===== src/rtl/arbitro_pkg.sv =====
// Shared constants for the button arbiter: FSM state encoding and the
// default timing values for the 50 MHz board clock.
package arbitro_pkg;

  localparam logic [1:0] ST_OCIOSO = 2'd0;
  localparam logic [1:0] ST_OFERTA = 2'd1;
  localparam logic [1:0] ST_ESPERA = 2'd2;

  // 50000 cycles at 50 MHz = 1 ms hold to count as a long press
  localparam int LONG_CICLOS_DEF = 50000;
  // 1000 cycles at 50 MHz = 20 us of silence after each accepted event
  localparam int COOLDOWN_DEF    = 1000;

endpackage


===== src/rtl/arbitro_botoes_if.sv =====
// Event handshake between the arbiter (master) and the game FSM (slave).
interface arbitro_botoes_if #(
  parameter int W_ID = 2
) ();

  logic            evt_valid;
  logic            evt_ready;
  logic [W_ID-1:0] evt_id;
  logic            evt_longo;

  modport master (output evt_valid, output evt_id, output evt_longo, input evt_ready);
  modport slave  (input evt_valid, input evt_id, input evt_longo, output evt_ready);

endinterface


===== src/rtl/detector_pressao.sv =====
// Per-button press detector: registers the debounced level, counts how long
// it is held and emits one-cycle short/long event pulses.
module detector_pressao #(
  parameter int W_CNT       = 16,
  parameter int LONG_CICLOS = 50000
) (
  input  logic clk,
  input  logic rst_n,
  input  logic botao_in,
  output logic b_q,
  output logic ev_curto,
  output logic ev_longo
);

  localparam logic [W_CNT-1:0] LIMITE    = W_CNT'(LONG_CICLOS);
  localparam logic [W_CNT-1:0] LIMITE_M1 = W_CNT'(LONG_CICLOS - 1);

  logic [W_CNT-1:0] cnt;

  // Input register plus hold counter that saturates at the long threshold
  always_ff @(posedge clk or negedge rst_n) begin
    if (!rst_n) begin
      b_q <= 1'b0;
      cnt <= '0;
    end else begin
      b_q <= botao_in;
      if (!b_q)
        cnt <= '0;
      else if (cnt != LIMITE)
        cnt <= cnt + 1'b1;
    end
  end

  // Long fires as the counter steps onto the threshold; short fires in the
  // cycle after b_q falls, while the counter still holds the press length
  always_comb begin
    ev_longo = b_q && (cnt == LIMITE_M1);
    ev_curto = !b_q && (cnt != '0) && (cnt < LIMITE);
  end

endmodule


===== src/rtl/arbitro_botoes.sv =====
// Button arbiter: turns N debounced buttons into single short/long events,
// keeps one pending event per button and serves them round-robin through a
// valid/ready handshake with a cooldown after every accepted event.
module arbitro_botoes
  import arbitro_pkg::*;
#(
  parameter int N_BOTOES    = 3,
  parameter int W_CNT       = 16,
  parameter int LONG_CICLOS = LONG_CICLOS_DEF,
  parameter int COOLDOWN    = COOLDOWN_DEF,
  parameter int W_ID        = $clog2(N_BOTOES)
) (
  input  logic                clk,
  input  logic                rst_n,
  input  logic [N_BOTOES-1:0] botoes_in,
  output logic                ocupado,
  arbitro_botoes_if.master    evt
);

  localparam int W_CD = $clog2(COOLDOWN + 2);

  logic [N_BOTOES-1:0] b_q;
  logic [N_BOTOES-1:0] ev_curto;
  logic [N_BOTOES-1:0] ev_longo;
  logic [N_BOTOES-1:0] ev_any;
  logic [N_BOTOES-1:0] pend;
  logic [N_BOTOES-1:0] pend_longo;
  logic [N_BOTOES-1:0] clr_mask;

  logic [1:0]      state;
  logic [W_ID-1:0] rr;
  logic [W_ID-1:0] id_q;
  logic            longo_q;
  logic            valid_q;
  logic [W_CD-1:0] cd;

  logic            gnt_any;
  logic [W_ID-1:0] gnt_id;
  logic            grant;
  int              idx;

  genvar g;
  generate
    for (g = 0; g < N_BOTOES; g++) begin : g_det
      detector_pressao #(
        .W_CNT      (W_CNT),
        .LONG_CICLOS(LONG_CICLOS)
      ) u_det (
        .clk     (clk),
        .rst_n   (rst_n),
        .botao_in(botoes_in[g]),
        .b_q     (b_q[g]),
        .ev_curto(ev_curto[g]),
        .ev_longo(ev_longo[g])
      );
    end
  endgenerate

  assign ocupado       = |b_q;
  assign ev_any        = ev_curto | ev_longo;
  assign evt.evt_valid = valid_q;
  assign evt.evt_id    = id_q;
  assign evt.evt_longo = longo_q;

  // Round-robin pick: first pending button searching upward from rr+1
  always_comb begin
    gnt_any = 1'b0;
    gnt_id  = '0;
    idx     = 0;
    for (int k = 1; k <= N_BOTOES; k++) begin
      idx = (int'(rr) + k) % N_BOTOES;
      if (!gnt_any && pend[idx]) begin
        gnt_any = 1'b1;
        gnt_id  = W_ID'(idx);
      end
    end
    grant    = (state == ST_OCIOSO) && gnt_any;
    clr_mask = '0;
    if (grant)
      clr_mask[gnt_id] = 1'b1;
  end

  // Pending flags: a new event always wins over the grant's clear and
  // overwrites the stored short/long kind
  always_ff @(posedge clk or negedge rst_n) begin
    if (!rst_n) begin
      pend       <= '0;
      pend_longo <= '0;
    end else begin
      pend <= (pend & ~clr_mask) | ev_any;
      for (int i = 0; i < N_BOTOES; i++)
        if (ev_any[i])
          pend_longo[i] <= ev_longo[i];
    end
  end

  // Offer FSM: grant from idle, hold the offer until accepted, then cool down
  always_ff @(posedge clk or negedge rst_n) begin
    if (!rst_n) begin
      state   <= ST_OCIOSO;
      valid_q <= 1'b0;
      id_q    <= '0;
      longo_q <= 1'b0;
      rr      <= W_ID'(N_BOTOES - 1);
      cd      <= '0;
    end else begin
      case (state)
        ST_OCIOSO: begin
          if (gnt_any) begin
            id_q    <= gnt_id;
            longo_q <= pend_longo[gnt_id];
            valid_q <= 1'b1;
            state   <= ST_OFERTA;
          end
        end
        ST_OFERTA: begin
          if (evt.evt_ready) begin
            valid_q <= 1'b0;
            rr      <= id_q;
            cd      <= W_CD'(COOLDOWN);
            state   <= (COOLDOWN > 0) ? ST_ESPERA : ST_OCIOSO;
          end
        end
        ST_ESPERA: begin
          cd <= cd - 1'b1;
          if (cd == W_CD'(1))
            state <= ST_OCIOSO;
        end
        default: begin
          state <= ST_OCIOSO;
        end
      endcase
    end
  end

endmodule


===== src/flat_wrapper.sv =====
// flat-port wrapper written by rule: the top's interface ports become plain ports
module arbitro_botoes_flat import arbitro_pkg::*;
#(
  parameter int N_BOTOES    = 3,
  parameter int W_CNT       = 16,
  parameter int LONG_CICLOS = LONG_CICLOS_DEF,
  parameter int COOLDOWN    = COOLDOWN_DEF,
  parameter int W_ID        = $clog2(N_BOTOES)
)
  (clk, rst_n, botoes_in, ocupado, evt_evt_valid, evt_evt_id, evt_evt_longo, evt_evt_ready);
  arbitro_botoes_if #(.W_ID(W_ID)) evt_i ();
  input  logic clk;
  input  logic rst_n;
  input  logic [N_BOTOES-1:0] botoes_in;
  output logic ocupado;
  output wire logic [$bits(evt_i.evt_valid)-1:0] evt_evt_valid;
  output wire logic [$bits(evt_i.evt_id)-1:0] evt_evt_id;
  output wire logic [$bits(evt_i.evt_longo)-1:0] evt_evt_longo;
  input wire logic [$bits(evt_i.evt_ready)-1:0] evt_evt_ready;
  assign evt_evt_valid = evt_i.evt_valid;
  assign evt_evt_id = evt_i.evt_id;
  assign evt_evt_longo = evt_i.evt_longo;
  assign evt_i.evt_ready = evt_evt_ready;
  arbitro_botoes #(.N_BOTOES(N_BOTOES), .W_CNT(W_CNT), .LONG_CICLOS(LONG_CICLOS), .COOLDOWN(COOLDOWN), .W_ID(W_ID)) u_core (.clk(clk), .rst_n(rst_n), .botoes_in(botoes_in), .ocupado(ocupado), .evt(evt_i));
endmodule

===== config.mk =====
export PLATFORM = sky130hd
export DESIGN_NAME = arbitro_botoes_flat
export DESIGN_NICKNAME = d
export VERILOG_FILES = /design/src/rtl/arbitro_pkg.sv /design/src/rtl/arbitro_botoes_if.sv /design/src/rtl/detector_pressao.sv /design/src/rtl/arbitro_botoes.sv /design/src/flat_wrapper.sv
export SDC_FILE = /design/constraint.sdc
export NUM_CORES = 1
export LEC_CHECK = 0
export ABC_AREA = 1
export ABC_CLOCK_PERIOD_IN_PS = 2800
export CORE_MARGIN = 2
export CORE_UTILIZATION = 55
export CTS_BUF_LIST = sky130_fd_sc_hd__clkbuf_4 sky130_fd_sc_hd__clkbuf_8
export CTS_CLUSTER_SIZE = 25
export DETAILED_ROUTE_END_ITERATION = 12
export GPL_TIMING_DRIVEN = 0
export PLACE_DENSITY = 0.8
export SYNTH_ARGS = -nofsm -noshare
export SYNTH_HDL_FRONTEND = slang
export SYNTH_SLANG_ARGS = --single-unit

===== constraint.sdc =====
create_clock -name clk -period 2.8 [get_ports clk]
set_input_delay 0.42 -clock clk [delete_from_list [all_inputs] [get_ports clk]]
set_output_delay 0.42 -clock clk [all_outputs]
set_load 0.02 [all_outputs]

Word level (Yosys, flattened, before mapping)

Index checks and enable logic that the tools add are counted.
Widths: inputs -> output; s select.

Register bits after elaboration: 75
Input port bits: 6
Word-level logic and storage cells: 118

$add $sub $neg: 7
Divide/modulo/power cells: 3
$lt $le $gt $ge: 8
Equality and inequality tests: 15
Muxes and demuxes: 35
Bitwise logic cells: 4
Reductions and logical operators: 30

Operator list:

| operator              | count |
|---|---|
| $lt 32x4->1 const B   | 3 |
| $mod 32x3->32 const B | 3 |
| $mux 16               | 6 |
| $add 16x1->16 const B | 3 |
| $eq 16x16->1 const B  | 3 |
| $lt 16x16->1 const B  | 3 |
| $ne 16x16->1 const B  | 3 |
| $reduce_bool 16->1    | 3 |
| $pmux 10 s2           | 1 |
| $logic_and 1x1->1     | 13 |
| $mux 1                | 13 |
| $mux 2                | 6 |
| $eq 10x1->1 const B   | 1 |
| $mux 10               | 1 |
| $ne 2x1->1 const B    | 5 |
| $sub 10x1->10 const B | 1 |
| $bmux 1 s2            | 4 |
| $add 2x2->3 const B   | 2 |
| $or 3x3->3            | 2 |
| $pmux 2 s3            | 1 |
| $reduce_and 2->1      | 3 |
| $reduce_and 3->1      | 2 |
| $logic_not 1->1       | 5 |
| $reduce_bool 2->1     | 2 |
| 13 further kinds      | 13 |

Depth between registers and ports, before layout

Gate-level depths: netlist of the first run.

Depth after elaboration: 20
Mapped depth: 14

Modules after synthesis

From an unflattened synthesis of the first run, not the netlist that was laid out.

Cell total of the unflattened synthesis: 656
Area, all modules: 4583.1 um2

Modules (own cells, without submodules):

| module           | times used | cells each | area each (um2) | seq. area each (um2) |
|---|---|---|---|---|
| detector_pressao | 3          | 164        | 1079.8          | 425.4 |
| arbitro_botoes   | 1          | 164        | 1343.8          | 601.8 |

Worst setup path before layout of the first run

Ideal clock, no wire load.

Path type: register -> register
Start: reg u_core.rr[1]
End: reg u_core.pend[1]
Setup time: 0.117 ns
Arrival: 1.654 ns
Path slack: 1.029 ns
Stages on the path, launching flop included: 12
Buffers on the path: 0
Clock period less this slack: 1.771 ns
Cell sequence: dfstp_2 > ha_1 > inv_1 > nand2_1 > nand3_1 > nand2_1 > nand3_1 > nand2_2 > nor2_1 > nand2_1 > nand2_1 > nand2_1

Longest elaborated chain between the ends: 20
Elaborated cells on any way between the ends: 35
Those cells by class: add/sub (3); div (3); order compare (2); mux (18); bitwise (3); reduce/logical (6)

RTL lines:

| item                                                           | line                  | RTL |
|---|---|---|
| start: declaration                                             | arbitro_botoes.sv:31  | `logic [W_ID-1:0] rr;` |
| start signal: assignment                                       | arbitro_botoes.sv:104 | `rr <= W_ID'(N_BOTOES - 1);` |
| start signal: assignment                                       | arbitro_botoes.sv:119 | `rr <= id_q;` |
| $add 2x1->3                                                    | arbitro_botoes.sv:71  | `idx = (int'(rr) + k) % N_BOTOES;` |
| $mod 32x3->32                                                  | arbitro_botoes.sv:71  |  |
| $bmux 1 s2                                                     | arbitro_botoes.sv:72  | `if (!gnt_any && pend[idx]) begin` |
| $mux 1 (implied by the code) (2 in a row)                      | arbitro_botoes.sv:72  |  |
| $mux 1                                                         | arbitro_botoes.sv:72  |  |
| $logic_not 1->1                                                | arbitro_botoes.sv:72  |  |
| $logic_and 1x1->1                                              | arbitro_botoes.sv:72  |  |
| $mux 1                                                         | arbitro_botoes.sv:72  |  |
| [3 not listed]                                                 | --                    |  |
| $lt 2x3->1 (implied by the code) or $ge 2x1->1 (tied branches) | arbitro_botoes.sv:80  | `clr_mask[gnt_id] = 1'b1;` |
| $logic_and 1x1->1 (implied by the code)                        | arbitro_botoes.sv:80  |  |
| $mux 1 (implied by the code)                                   | arbitro_botoes.sv:80  |  |
| $demux 1 s2                                                    | --                    |  |
| $mux 3 (*)                                                     | arbitro_botoes.sv:79  | `if (grant)` |
| $not 3->3 (*)                                                  | arbitro_botoes.sv:90  | `pend <= (pend & ~clr_mask) \| ev_any;` |
| $and 3x3->3 (*)                                                | arbitro_botoes.sv:90  |  |
| $or 3x3->3 (*)                                                 | arbitro_botoes.sv:90  |  |
| end signal: assignment                                         | arbitro_botoes.sv:90  |  |
| end: declaration                                               | arbitro_botoes.sv:26  | `logic [N_BOTOES-1:0] pend;` |

Mark *: on every way between the ends. The rest lies on a longest branch, timed or not. The select of a mux whose other input is x is not followed.
A chain may end at the register's enable or synchronous reset.

Worst setup path in the final report of the first run

Start: reg u_core.g_det[1].u_det.b_q
End: out ocupado

Longest elaborated chain between the ends: 1

RTL lines:

| item                     | line                   | RTL |
|---|---|---|
| start: declaration       | detector_pressao.sv:10 | `output logic b_q,` |
| start signal: assignment | detector_pressao.sv:26 | `b_q <= botao_in;` |
| $reduce_or 3->1          | arbitro_botoes.sv:59   | `assign ocupado = \|b_q;` |
| end: declaration         | flat_wrapper.sv:15     | `output logic ocupado;` |

No other way between the ends.

==> reports/qor.yml, run 1 <==
clock_network:
  cts_root_buf: "clkbuf_8"
  htreeDepth: 3
  clkTransAtPathRegs_ns: 0.08
  clk_latency_ns: 0.36
  cts.repair.resized: 0
  cts_sinks: 75
  cts_hold_buf: 1
  cts_made_buffers: 9
  cts_setup_buffers: 0
  clockBufferDepth: 2
  cts_tree: "done"
sta:
  hold_violations: 0
  max_freq_mhz: 386.9
  finalSetupViolCount: 0
  slew_headroom_pct: 70.92
  finClkSkew_ns: 0.009229
  fin_crit_ns: 2.584
  worst_pin_slew_ns: 0.4362
  finalSetupTns_ns: 0
  slew_violations: 0
  post-route-period-util_pct: 92.30
  rsz0062_at_grt: "false"
die:
  die-area_sq_mm: 0.008183
  die_y_um: 90.46
  start_util_pct: 56.68
  pin_count: 11
  core-area_sq_mm: 0.007253
  rows: 31
  die_w_um: 90.46
yosys:
  synth_cell_types: 31
  synth_warnings: 0
  async_flop_share_pct: 100.0
  synth_most_common_cell: "nand2_1"
  synthTopCellsByCount: "113 x nand2_1, 79 x inv_1, 74 x dfrtp_1, 59 x nor2_1, 50 x nand3_1"
  synthTopCellsByArea: "dfrtp_1 45%, nand2_1 10%, inv_1 7.2%, nand3_1 6.1%, nor2_1 5.4%"
  synthCells: 539
  synth_edf_count: 0
  syn_nets: 557
  syn-mean-instance-area_sq_um: 7.628
  synthFlopType: "dfrtp_1"
  synth_top_area_share_pct: 45.04
  ys_ff_latch: 75
  yosys.area.top_type: "dfrtp_1"
  syn-cell-area_sq_mm: 0.004111
  seq_area_frac_synth_pct: 45.68
worst_setup_path:
  path_delay_family: "buffers and inverters"
  r2r_slack_ns: 0.75
  required_ns: 2.38
  startpoint_type: "register"
  slowest_stage: "clkdlybuf4s50_1"
  worstReg2RegStart: "u_core.rr[0]$_DFFE_PN0P_"
  cp-end-kind: "output port"
  critPathMaxStageDelay_ns: 0.62
  path_class: "reg2out"
  path_buf_inv: 3
  path_max_fanout: 10
  critPathArrivalTime_ns: 2.16
  cp_cell_sequence: "clkbuf_1 -> inv_1 -> nand3_1 -> clkdlybuf4s50_1"
  r2r_end: "u_core.pend[1]$_DFF_PN0_"
  cp-startpoint: "u_core.g_det[1].u_det.b_q$_DFF_PN0_"
  ff2ff_path_depth: 12
final_layout:
  fillerInstances: 594
  regArea_sq_mm: 0.001878
  area_growth_pct: 12.63
  nNetsFinal: 580
  antennaDiodeCount: 0
  drive_gt1_share_pct: 6.173
  multi_input_comb_area_sq_mm: 0.001911
  final_core_util_pct: 63.84
  instances_no_fill: 666
hold_path:
  hp-class: "reg2reg"
  hold_path.startpoint: "u_core.evt.evt_valid$_DFFE_PN0P_"
  holdPathEnd: "u_core.evt.evt_valid$_DFFE_PN0P_"
  min_path_cells: 2
routing:
  via_per_inst: 5.288
  drt_iter0_drc: 192
  ant_nets: 0
  drt_wl_total_mm: 7.933
  drc: 0
  avgRoutedWirePerCell_um: 11.91
  dr_total_vias: 3522
  firstDrtPassIters: 5
power:
  power_density_mw_per_mm2: 729.2
  power_mw: 3.377
  p_leak_nw: 2.193
  vdd_drop_max_uv: 344.3
global_routing:
  grt_pass1_vias: 3404
  grtUsageTotal_pct: 21.46
  overflow: 0
  grt_max_degree: 49
  grt_pass1_wl_mm: 14.51
  antenna_found_initial: 0
placement:
  port_buffers: 10
  dp.cells: 649
  gp_congestion: 0.8675
  place_hpwl_mm: 5.755
status:
  status: "finished clean"
flow_run:
  drv_cap: 0
-- layout by cell type, fill, tap and decap left out, types with 2 or more instances in the layout --
| cell | instances |
|---|---|
| nor4_1 | 6 |
| clkdlybuf4s50_1 | 9 |
| a21oi_1 | 34 |
| nand4_1 | 9 |
| nor3_1 | 20 |
| clkbuf_1 | 4 |
| o21ai_0 | 44 |
| ha_1 | 12 |
| a31oi_1 | 2 |
| xor2_1 | 8 |
| bufinv_16 | 3 |
| a21o_1 | 2 |
| nor2_4 | 2 |
| dfrtp_1 | 74 |
| clkbuf_8 | 12 |
| nand2_1 | 113 |
| nand2_2 | 3 |
| nand3_1 | 50 |
| inv_1 | 79 |
| nor3_2 | 2 |
| nor2_2 | 4 |
| nor2_1 | 59 |
-- routing by layer --
layer / wire (um) / vias to the layer above / global-route usage, %
met3: 354 / 10 / 5.760
met5: 0 / - / 0
met4: 73 / 0 / 7.051
met2: 3734 / 73 / 35.70
met1: 3771 / 1632 / 27.26
li1: - / 1807 / -
-- worst min-delay path, cell delays in order (launching register included) --
cell and delay [ns]:
dfrtp_1 0.35, nand2_1 0.05, nand2_1 0.05
-- flip-flops by register name (all words and copies together), names as in the netlist --
name / flops
u_core.evt.evt_valid: 1
u_core.g_det.u_det.cnt: 48
u_core.evt.evt_id: 2
u_core.pend: 3
u_core.evt.evt_longo: 1
u_core.state: 2
u_core.rr: 2
u_core.pend_longo: 3
u_core.cd: 10
u_core.g_det.u_det.b_q: 3
-- cells by family after synthesis --
family                     share of synthesized area (%)
and+or+nand+nor                                    29.76
xor gates and xnor gates                           1.917
AOI/OAI and AO/OA                                  10.89
buffers and inverters                              7.851
adders and majority gates                          3.652
muxes                                             0.2435
DFF                                                45.68
-- power by group --
group | internal, mW | switching (mW)
Clock | 0.664 | 0.398
Combinational | 0.362 | 0.640
Sequential | 1.21 | 0.103
Total | 2.24 | 1.14
-- area by class of cell --
| cell class | instances | share of cell area [%] |
|---|---|---|
| clock buffer | 12 | 3.567 |
| tap | 99 | 2.675 |
| multi-input combinational | 380 | 41.26 |
| buffer | 5 | 0.5674 |
| inverter | 79 | 6.404 |
| timing repair buffer | 12 | 2.918 |
| clock inverter | 4 | 2.053 |
| sequential | 75 | 40.56 |
-- worst max-delay path by stage --
stage / endpoint / slack (ns) / depth (start not counted)
global placement: u_core.g_det[2].u_det.cnt[9]$_DFFE_PN0P_ / -1.24 / 1
CTS: ocupado / 0.18 / 4
global route: ocupado / 0.02 / 4
finish: ocupado / 0.22 / 4
detailed placement: ocupado / 0.58 / 4
floorplan: u_core.pend[1]$_DFF_PN0_ / 1.03 / 11
-- through the flow --
step | instance area (sq um) | worst slack, ns | hold WS [ns]
after floorplan | 4111 | 1.029 | 0.1244
after global placement | 4335 | -1.244 | 0.4554
after detailed placement | 4360 | 0.5823 | 0.3695
after CTS | 4631 | 0.1825 | 0.4857
after global routing | 4631 | 0.01721 | 0.4877
final | 4631 | 0.2156 | 0.4815
(Power assumes the default switching activity.)
==> inputs of run 2 (changes only) <==
--- a/config.mk
+++ b/config.mk
@@ -8,12 +8,13 @@
 export ABC_AREA = 1
 export ABC_CLOCK_PERIOD_IN_PS = 2800
 export CORE_MARGIN = 2
-export CORE_UTILIZATION = 55
+export CORE_UTILIZATION = 65
 export CTS_BUF_LIST = sky130_fd_sc_hd__clkbuf_4 sky130_fd_sc_hd__clkbuf_8
 export CTS_CLUSTER_SIZE = 25
 export DETAILED_ROUTE_END_ITERATION = 12
 export GPL_TIMING_DRIVEN = 0
-export PLACE_DENSITY = 0.8
+export PLACE_DENSITY = 0.91
+export SKIP_CTS_REPAIR_TIMING = 1
 export SYNTH_ARGS = -nofsm -noshare
 export SYNTH_HDL_FRONTEND = slang
 export SYNTH_SLANG_ARGS = --single-unit
==> run 2 against run 1 <==
Against the previous run: via count rose by 4.3%; register-to-register slack about the same; cell count decreased by 3.9%; power down 5.3%; clock skew decreased by 0.0013 ns; hold slack worse by 0.29 ns; sequential power about the same; non-clock buffer count down 2; global-route usage is 4.8 points higher; routed wire length rose by 7.1%; core utilization up 11 points; first-iteration DRC count increased by 75%.
==> reports/qor.yml, run 2 (synthesized netlist as in run 1, its figures left out) <==
die:
  pin_count: 11  # unchanged
  die_w_um: 83.53  # -7.7%
  die-area_sq_mm: 0.006977  # -15%
  rows: 28  # -9.7%
  die_y_um: 83.53  # -7.7%
  start_util_pct: 68.23  # +12 points
  core-area_sq_mm: 0.006026  # -17%
power:
  p_leak_nw: 2.152  # -1.9%
  vdd_drop_max_uv: 515.4  # +50%
  power_density_mw_per_mm2: 709.5  # -2.7%
sta:
  finalSetupViolCount: 0  # unchanged
  slew_violations: 0  # unchanged
  worst_pin_slew_ns: 0.9143  # +0.4782 ns
  finalSetupTns_ns: 0  # unchanged
  fin_ws_ns: 0.1686  # -0.04694 ns
  hold_violations: 0  # unchanged
  slew_headroom_pct: 39.04  # -32 points
  max_freq_mhz: 380.0  # -1.8%
  rsz0062_at_grt: "false"
  finClkSkew_ns: 0.007959  # -0.001271 ns
  whs_ns: 0.1961  # -0.2854 ns
  fin_crit_ns: 2.631  # +0.04694 ns
  post-route-period-util_pct: 93.98  # +1.7 points
final_layout:
  regArea_sq_mm: 0.001878  # unchanged
  drive_gt1_share_pct: 6.018  # -0.16 points
  fillerInstances: 433  # -27%
  layout_common_cells: "113 x nand2_1, 79 x inv_1, 74 x dfrtp_1"
  reg_top3: "u_core.g_det.u_det.cnt (48), u_core.cd (10)"
  nNetsFinal: 578  # -0.34%
  area_growth_pct: 9.586
  antennaDiodeCount: 0  # unchanged
  multi_input_comb_area_sq_mm: 0.001911  # unchanged
  final_core_util_pct: 74.77  # +11 points
  layout_commonest_cell: "nand2_1"
  largest_register_ffs: 48  # unchanged
  regMostFlops: "u_core.g_det.u_det.cnt"
global_routing:
  grt_pass1_vias: 3545  # +4.1%
  grtUsageTotal_pct: 26.30  # +4.8 points
  overflow: 0  # unchanged
  grt_max_degree: 76  # +55%
  antenna_found_initial: 0  # unchanged
  grt_pass1_wl_mm: 15.10  # +4.0%
clock_network:
  htreeDepth: 3  # unchanged
  clk_latency_ns: 0.35  # about the same
  cts_made_buffers: 9  # unchanged
  cts_sinks: 75  # unchanged
  cts_tree: "done"
  cts_root_buf: "clkbuf_8"
  clockBufferDepth: 2  # unchanged
  clkTransAtPathRegs_ns: 0.08  # about the same
routing:
  via_per_inst: 5.738  # +8.5%
  met3_length_um: 395  # +12%
  m1WireLength_mm: 3.742  # -0.77%
  ant_nets: 0  # unchanged
  drc: 0  # unchanged
  avgRoutedWirePerCell_um: 13.28  # +12%
  highest_layer: "met4"
  firstDrtPassIters: 5  # unchanged
  drt_wl_total_mm: 8.500  # +7.1%
  wl_met2_mm: 4.160  # +11%
  drt_iter0_drc: 336  # +75%
  dr_total_vias: 3672  # +4.3%
status:
  status: "finished clean"
placement:
  gp_congestion: 0.9008  # +3.8%
  dp_slack_ns: 0.5973  # +0.01502 ns
  place_hpwl_mm: 5.936  # +3.1%
  port_buffers: 10  # unchanged
worst_setup_path:
  slowest_stage: "clkdlybuf4s50_1"
  cp-startpoint: "u_core.g_det[1].u_det.b_q$_DFF_PN0_"
  startpoint_type: "register"
  cp-end-kind: "output port"
  critPathMaxStageDelay_ns: 0.61  # about the same
  critPathArrivalTime_ns: 2.21  # +0.05 ns
  path_max_fanout: 10  # unchanged
  path_class: "reg2out"
  worstReg2RegStart: "u_core.rr[1]$_DFFE_PN1P_"
  required_ns: 2.38  # about the same
  path_delay_family: "buffers and inverters"
  path_buf_inv: 3  # unchanged
  cp_cell_sequence: "clkbuf_1 -> inv_1 -> nand3_1 -> clkdlybuf4s50_1"
flow_run:
  drv_cap: 0  # unchanged
hold_path:
  hp-class: "in2async"
run 2: changes by cell type in the layout (fill, tap and decap cells not counted):
| cell | previous run | this run |
|---|---|---|
| clkbuf_4 | 0 | 4 |
| bufinv_16 | 3 | 1 |
| clkbuf_8 | 12 | 10 |
| buf_16 | 1 | 0 |
| dlygate4sd3_1 | 1 | 0 |
run 2: power breakdown:
group / switching [mW] / internal [mW]
Sequential: 0.108 / 1.21
Combinational: 0.662 / 0.357
Clock: 0.384 / 0.476
run 2: final timing paths:
| kind | slack [ns] | cells after the start | end |
|---|---|---|---|
| min in group clk | 0.48 | 2 | u_core.pend_longo[2]$_DFFE_PN0P_ |
| setup reg to reg | 0.74 | 11 | u_core.pend[1]$_DFF_PN0_ |
| hold / removal | 0.20 | 1 | u_core.g_det[1].u_det.cnt[2]$_DFFE_PN0P_ |
| hold reg to reg | 0.48 | 2 | u_core.pend_longo[2]$_DFFE_PN0P_ |
| max in group asynchronous | 2.01 | 1 | u_core.g_det[0].u_det.cnt[4]$_DFFE_PN0P_ |
| setup / recovery | 0.17 | 4 | ocupado |
run 2: metal layers:
| metal | vias to the layer above | track usage (%) |
|---|---|---|
| li1 | 1799 | - |
| met1 | 1737 | 33.53 |
| met2 | 115 | 44.28 |
| met3 | 21 | 4.748 |
| met4 | 0 | 11.29 |
| met5 | - | 0 |
run 2: cell type report:
| class | count | area share [%] |
|---|---|---|
| clock buffer | 14 | 3.721 |
| clock inverter | 2 | 0.7776 |
| tap | 75 | 2.083 |
| inverter | 79 | 6.581 |
| buffer | 5 | 0.5832 |
| sequential | 75 | 41.68 |
| timing repair buffer | 10 | 2.166 |
| multi-input combinational | 380 | 42.40 |
run 2: metrics by stage:
stage	cell area, sq um	std cells	total power, mW
floorplan	4111	539	2.075
global placement	4305	624	2.283
detailed placement	4303	624	2.330
CTS	4506	640	3.198
global route	4506	640	3.417
finish	4506	640	3.197
